File: src/rtl/pc_stack.sv
// Program counter with a LIFO return-address stack: load, increment, call and return.
// Misuse (overflow, underflow, call+ret together) leaves state untouched and sets a sticky error flag.
module pc_stack #(
    parameter int WIDTH = 16,
    parameter int DEPTH = 8
) (
    input  logic                       clk,
    input  logic                       reset,
    input  logic [WIDTH-1:0]           d_in,
    input  logic                       load,
    input  logic                       inc,
    input  logic                       call,
    input  logic                       ret,
    output logic [WIDTH-1:0]           d_out,
    output logic [$clog2(DEPTH):0]     level,
    output logic                       full,
    output logic                       empty,
    output logic                       err
);

    localparam int LW = $clog2(DEPTH) + 1;
    localparam int AW = $clog2(DEPTH);

    logic [WIDTH-1:0] stack [DEPTH];

    logic [WIDTH-1:0] pcPlusOne;
    logic [AW-1:0]    pushIdx;
    logic [AW-1:0]    topIdx;
    logic             doCall;
    logic             doRet;
    logic             errSet;
    logic [WIDTH-1:0] pcNext;
    logic [LW-1:0]    levelNext;

    assign full      = (level == LW'(DEPTH));
    assign empty     = (level == '0);
    assign pcPlusOne = d_out + WIDTH'(1);
    assign pushIdx   = AW'(level);
    assign topIdx    = AW'(level - LW'(1));

    // Only a lone call or lone ret with stack room is legal; every other stack request is an error.
    assign doCall = call && !ret && !full;
    assign doRet  = ret && !call && !empty;
    assign errSet = (call && ret) || (call && full) || (ret && empty);

    always_comb begin
        pcNext    = d_out;
        levelNext = level;
        if (doCall) begin
            pcNext    = d_in;
            levelNext = level + LW'(1);
        end else if (doRet) begin
            pcNext    = stack[topIdx];
            levelNext = level - LW'(1);
        end else if (!call && !ret) begin
            if (load) begin
                pcNext = d_in;
            end else if (inc) begin
                pcNext = pcPlusOne;
            end
        end
    end

    always_ff @(posedge clk or posedge reset) begin
        if (reset) begin
            d_out <= '0;
            level <= '0;
            err   <= 1'b0;
        end else begin
            d_out <= pcNext;
            level <= levelNext;
            if (errSet) begin
                err <= 1'b1;
            end
        end
    end

    // Storage is deliberately not reset; entries above level are never read.
    always_ff @(posedge clk) begin
        if (doCall) begin
            stack[pushIdx] <= pcPlusOne;
        end
    end

endmodule

File: config.mk
export PLATFORM = sky130hd
export DESIGN_NAME = pc_stack
export DESIGN_NICKNAME = d
export VERILOG_FILES = /design/src/rtl/pc_stack.sv
export SDC_FILE = /design/constraint.sdc
export NUM_CORES = 1
export LEC_CHECK = 0
export CORE_ASPECT_RATIO = 0.75
export CORE_MARGIN = 5
export CORE_UTILIZATION = 50
export CTS_BUF_LIST = sky130_fd_sc_hd__clkbuf_2
export CTS_CLUSTER_DIAMETER = 150
export DETAILED_ROUTE_END_ITERATION = 6
export DONT_BUFFER_PORTS = 1
export HOLD_SLACK_MARGIN = 0.03
export PLACE_DENSITY = 0.7
export SLEW_MARGIN = 15
export SYNTH_ARGS = -nofsm -noshare
export SYNTH_HDL_FRONTEND = slang
export SYNTH_SLANG_ARGS = --single-unit
File: constraint.sdc
create_clock -name clk -period 4.69 [get_ports clk]
set_input_delay 1.407 -clock clk [delete_from_list [all_inputs] [get_ports clk]]
set_output_delay 1.407 -clock clk [all_outputs]
set_load 0.01 [all_outputs]
Yosys cells after proc, flatten, opt, wreduce, memory -nomap -nowiden --
Memories as Yosys holds them, arrays and structs flattened. Cells that the tools add are included. Widths: inputs -> output; s select.
Cells by class: add/sub/neg operators 3, reductions and logical operators 19, multiplexer cells 9, equality and inequality tests 1
Operators by type and width (count):
- $mux 16 | 5
- $add 16x1->16 const B | 1
- $logic_and 1x1->1 | 8
- $mux 4 | 2
- $add 4x1->4 const B | 1
- $eq 4x4->1 const B | 1
- $logic_not 1->1 | 4
- $logic_not 4->1 | 1
- $reduce_bool 4->1 | 1
- $sub 4x1->4 const B | 1
- $reduce_bool 3->1 | 1
- $logic_or 1x1->1 | 2
- $mux 1 | 2
- $reduce_and 2->1 | 1
- $reduce_bool 2->1 | 1
Storage, ports and cells: input port bits 22, memory bits (writable) 128, memories kept 1, register bits after elaboration 21
Memories:
- stack | words 8, width 16, rd ports 1, clocked after memory_dff 0, write ports 1, RTL line 24 | logic [WIDTH-1:0] stack [DEPTH];

Depth between registers and ports, before layout --
depth in word-level cells 6, gate-level depth with buffers 11

Least setup slack after synthesis --
No wires, ideal clock.
kind in2reg, start in ret, end mem stack[0][0] (enable), data required time 4.260 ns, stages on the path 5, setup slack 0.661 ns, setup time 0.430 ns, arrival 3.599 ns, path buffers 2, cells stage by stage and2b_1 nand2b_1 buf_2 buf_2 nor4_1
On the way: cells in the longest elaborated chain, start to end 5
RTL lines:
- from (decl) | RTL line 13 | input logic ret,
- $logic_not 1->1 | RTL line 42 | assign doCall = call && !ret && !full;
- $logic_and 1x1->1 (2 in a row) | RTL line 42
- $mux 1 | RTL line 80 | if (doCall) begin
- $mux 1 (implied by the code) | RTL line 81 | stack[pushIdx] <= pcPlusOne;
- to (decl) | RTL line 24
No other way between the ends.

Final worst setup path --
start reg level[1], end out empty
On the way: cells in the longest elaborated chain, start to end 1
RTL lines:
- from (decl) | RTL line 15 | output logic [$clog2(DEPTH):0] level,
- from (signal assigned) | RTL line 71 | level <= levelNext;
- $logic_not 4->1 | RTL line 36 | assign empty = (level == '0);
- to (decl) | RTL line 17 | output logic empty,
No other way between the ends.

==> PnR_summary.wiki <==
{| class="wikitable"
! Metric !! Value
|-
| Clock Root Buffer || sky130_fd_sc_hd__clkbuf_2
|-
| Proportion of synthesized area in mux cells || 0.126
|-
| Mapped Nets || roughly 420
|-
| Start point of the critical path || level[1]$_DFFE_PP0P_
|-
| Cell types with the largest area share after synthesis || sky130_fd_sc_hd__edfxtp_1 58%, sky130_fd_sc_hd__dfrtp_1 7.9%, sky130_fd_sc_hd__mux4_1 7.9%, sky130_fd_sc_hd__mux4_2 4.1%, sky130_fd_sc_hd__nor2_1 1.8%
|-
| Grt ovf || 0
|-
| Library cell with the largest summed area after synthesis || sky130_fd_sc_hd__edfxtp_1
|-
| Count of flip-flops with a built-in enable after synthesis || around 130
|-
| Grt peak-use layer || met2
|-
| Via count of the first global-routing pass || around 3800
|-
| Fmax || around 0.27 GHz
|-
| Global-route track usage on met2 || 0.313
|-
| Number of buffers created by CTS || 17
|-
| Cell area power density || ~610 nW/um2
|-
| Die footprint || 15700 um2
|-
| Wire length after detailed routing || around 15000 um
|-
| Tot GR Track Use || 0.208
|-
| CP startpoint kind || flop
|-
| Footprint of the flip-flops and latches || 4370 um2
|-
| Syn. warnings || 0
|-
| Min Tclk post-route || about 3700 ps
|-
| Combined area of the multi-input logic cells || between 2000 and 2500 um2
|-
| Predominant post-synthesis flop cell || sky130_fd_sc_hd__edfxtp_1
|-
| Share of the synthesized area in the top cell type || 0.579
|-
| First-pass GRT wire length || roughly 23000 um
|-
| Adder-cell area share of the yosys netlist || 0.00566
|-
| Net Sw Frac || 0.374
|-
| Die width || about 140 um
|-
| Number of max-slew violations in the final report || 0
|-
| Main combinational cell family by area after synthesis || multiplexers
|-
| Gp weighted congestion || ~0.84
|-
| HPWL after detailed placement || roughly 10000 um
|-
| Yosys reg bits || 149
|-
| Per-instance average area after synthesis || 16.6 um2
|-
| Clock network power share || 0.166
|-
| Ys async rst share || 0.141
|-
| Leakage power || 0.00238 uW
|-
| Post-route ant nets || 0
|-
| CTS H-tree depth || 4
|-
| Count of antenna diodes in the layout || 0
|-
| Initial standard-cell utilization of the core || 0.510
|-
| Crit. End Element || primary output
|-
| Drc violations || 0
|-
| Number of hold violations in the final report || 0
|-
| Gate power share || 0.354
|-
| Sequential cell area fraction in the yosys report || 0.659
|-
| Most instantiated library cell after synthesis || sky130_fd_sc_hd__edfxtp_1
|-
| Clock skew || roughly 34 ps
|-
| Critical Path Sink || empty
|-
| Count of filler cells inserted in the layout || 1017
|-
| Utilization after layout || 0.542
|-
| Register-to-Register Path Depth || 6
|-
| Post-synthesis share of cell area spent on and, or, nand and nor gates || 0.0685
|-
| Worst IR Drop VDD || 0.000525 V
|-
| Vias per inst || between 6 and 7
|-
| Drt first pass iters || 5
|-
| RSZ-0062 raised after global routing || no
|-
| Setup CP Type || flop to primary output
|-
| Quantity of gates resized following cts || 0
|-
| Worst endpoint required time || ~3300 ps
|-
| R2r startpoint || level[1]$_DFFE_PP0P_
|-
| GR Util met1 || 0.290
|-
| Maximum buffer depth of the clock tree || 2
|-
| Sequential share of power || 0.480
|-
| Nets || 437
|-
| Worst hold slack across all endpoints || 572 ps
|-
| Clock latency at the later pin of the worst-skew pair || 720 ps
|-
| Number of antenna violations at the first check in global routing || 0
|-
| Number of primary I/O pins || 45
|-
| Maximum fanout along the worst path || 9
|-
| Cell area after synthesis || between 6000 and 7000 um2
|-
| Worst min path class || flop to flop
|-
| Number of maximum-capacitance violations || 0
|-
| Final routed wire length divided by cell count || 26.0 um
|-
| DRC violation total after the first TritonRoute iteration || 420
|-
| Vert. Die Dim || 110 um
|-
| Setup bufs post-CTS || 0
|-
| Fraction of layout cells with a size suffix above 1 || 0.198
|-
| CTS clk-pin slew, worst paths || about 200 ps
|-
| Layout overhead on the synthesized area || 6.28%
|-
| Clock sink count || about 150
|-
| Setup slack, reg-to-reg || ~1500 ps
|-
| Pin count of the biggest net entering global routing || 42
|-
| Most frequent cells after synthesis || 128 x sky130_fd_sc_hd__edfxtp_1, 31 x sky130_fd_sc_hd__nor2_1, 21 x sky130_fd_sc_hd__dfrtp_1
|-
| Sum Neg Setup Slack || 0 ps
|-
| Gate Count Post-Synth || 399
|-
| Result of the run || finished, final reports clean
|-
| Total via count in the routed design || around 3800
|-
| Net load switching power || about 1600 uW
|-
| Row cnt || 36
|-
| Share of the synthesized area in compound gates (AO/OA/AOI/OAI) || 0.0866
|-
| Worst slew pin tran || 959 ps
|-
| Max-slew headroom at the worst pin || 0.360
|-
| Design internal power || approximately 2700 uW
|-
| Hold Buf Count CTS || 0
|-
| Synthesized-area fraction occupied by xor and xnor cells || 0.0262
|-
| Port Buf Inserts || 0
|-
| Area of the placeable core || roughly 13000 um2
|-
| Arrival time reported for the critical path endpoint || between 2000 and 2500 ps
|-
| Unique masters post-synth || just under 60
|-
| Endpoint of the worst-slack reg-to-reg timing path || stack[4][10]$_DFFE_PP_
|-
| CTS tree || yes
|-
| Global routing usage on met3 || 0.0674
|-
| Final setup fails || 0
|-
| Portion of the clock cycle consumed by the worst path in the final layout || 0.799
|}
==> through the flow <==
| stage | total power [uW] | setup slack [ps] | instance area (um2) | instances |
|---|---|---|---|---|
| floorplan | 3200 | 661 | 6630 | 399 |
| global placement | 3590 | 1320 | 6820 | 564 |
| detailed placement | 3630 | 1330 | 6820 | 564 |
| CTS | 4330 | 912 | 7050 | 596 |
| global route | 4530 | 804 | 7050 | 596 |
| finish | 4320 | 944 | 7050 | 596 |
==> worst max-delay path: stages, from the launching register on <==
cell,delay (ps)
sky130_fd_sc_hd__dfrtp_1,580
sky130_fd_sc_hd__inv_1,140
sky130_fd_sc_hd__ha_1,320
sky130_fd_sc_hd__or3b_4,470
sky130_fd_sc_hd__inv_4,120
==> placed cells by master, fill, tap and decap left out, types with 3 or more instances in the layout <==
cell type and count:
sky130_fd_sc_hd__a21oi_1 10, sky130_fd_sc_hd__clkinv_2 3, sky130_fd_sc_hd__nand2b_1 4, sky130_fd_sc_hd__nor4_1 3
sky130_fd_sc_hd__clkinvlp_4 4, sky130_fd_sc_hd__o21a_1 3, sky130_fd_sc_hd__dfrtp_1 20, sky130_fd_sc_hd__clkbuf_2 20
sky130_fd_sc_hd__xnor2_1 8, sky130_fd_sc_hd__o21ai_0 6, sky130_fd_sc_hd__nor2b_1 3, sky130_fd_sc_hd__xor2_1 10
sky130_fd_sc_hd__a22oi_1 5, sky130_fd_sc_hd__nand4_1 3, sky130_fd_sc_hd__mux4_2 12, sky130_fd_sc_hd__ha_1 3
sky130_fd_sc_hd__nor3_2 4, sky130_fd_sc_hd__edfxtp_1 128, sky130_fd_sc_hd__a21oi_2 3, sky130_fd_sc_hd__mux4_1 20
sky130_fd_sc_hd__nor2_1 31, sky130_fd_sc_hd__nand2_1 19, sky130_fd_sc_hd__buf_4 12, sky130_fd_sc_hd__nand3_1 6
sky130_fd_sc_hd__a221o_1 4, sky130_fd_sc_hd__o22ai_1 3, sky130_fd_sc_hd__inv_1 8, sky130_fd_sc_hd__a211oi_1 11
sky130_fd_sc_hd__nor3_1 7, sky130_fd_sc_hd__a22o_1 6, sky130_fd_sc_hd__a211oi_2 3, sky130_fd_sc_hd__and3_1 3
sky130_fd_sc_hd__a22oi_2 3
==> registers in the layout (all words and copies together) (netlist names) <==
name	count
stack	128
d_out	16
level	4
err	1
==> power by group through the flow <==
stage	logic, uW	registers (uW)	clock network, uW
final	1530	2070	716
after global routing	1640	2100	792
after CTS	1530	2080	728
after detailed placement	1520	2110	0
after global placement	1490	2100	0
after floorplan	1180	2020	0
==> per-layer routing <==
| layer | routed length [um] | part of all wire |
|---|---|---|
| met5 | 0 | 0 |
| met2 | 7180 | 0.46 |
| met4 | 227 | 0.015 |
| met3 | 1530 | 0.098 |
| met1 | 6570 | 0.42 |
==> cell type report <==
cell class / count / share of cell area
Timing Repair Buffer: 12 / 0.0128
Clock inverter: 12 / 0.0186
Clock buffer: 20 / 0.0142
Tap cell: 171 / 0.0303
Multi-Input combinational cell: 222 / 0.298
Sequential cell: 149 / 0.620
Inverter: 10 / 0.00568
==> kinds of logic (layout without fill, tap and decap cells) <==
| group | after synthesis | count (layout) |
|---|---|---|
| compound gates | 71 | 71 |
| xor+xnor | 19 | 19 |
| fa+ha+maj | 3 | 3 |
| buf+inv | 28 | 54 |
| flops | 149 | 149 |
| mux | 36 | 36 |
| simple gates | 93 | 93 |
==> worst min path at each step <==
| stage | from | to | slack [ps] | cells past startpoint |
|---|---|---|---|---|
| after detailed placement | err$_DFFE_PP0P_ | err$_DFFE_PP0P_ | 530 | 1 |
| after global routing | err$_DFFE_PP0P_ | err$_DFFE_PP0P_ | 590 | 1 |
| after global placement | err$_DFFE_PP0P_ | err$_DFFE_PP0P_ | 530 | 1 |
| final | err$_DFFE_PP0P_ | err$_DFFE_PP0P_ | 570 | 1 |
| after floorplan | err$_DFFE_PP0P_ | err$_DFFE_PP0P_ | 500 | 1 |
| after CTS | err$_DFFE_PP0P_ | err$_DFFE_PP0P_ | 570 | 1 |
(Power assumes the default switching activity.)
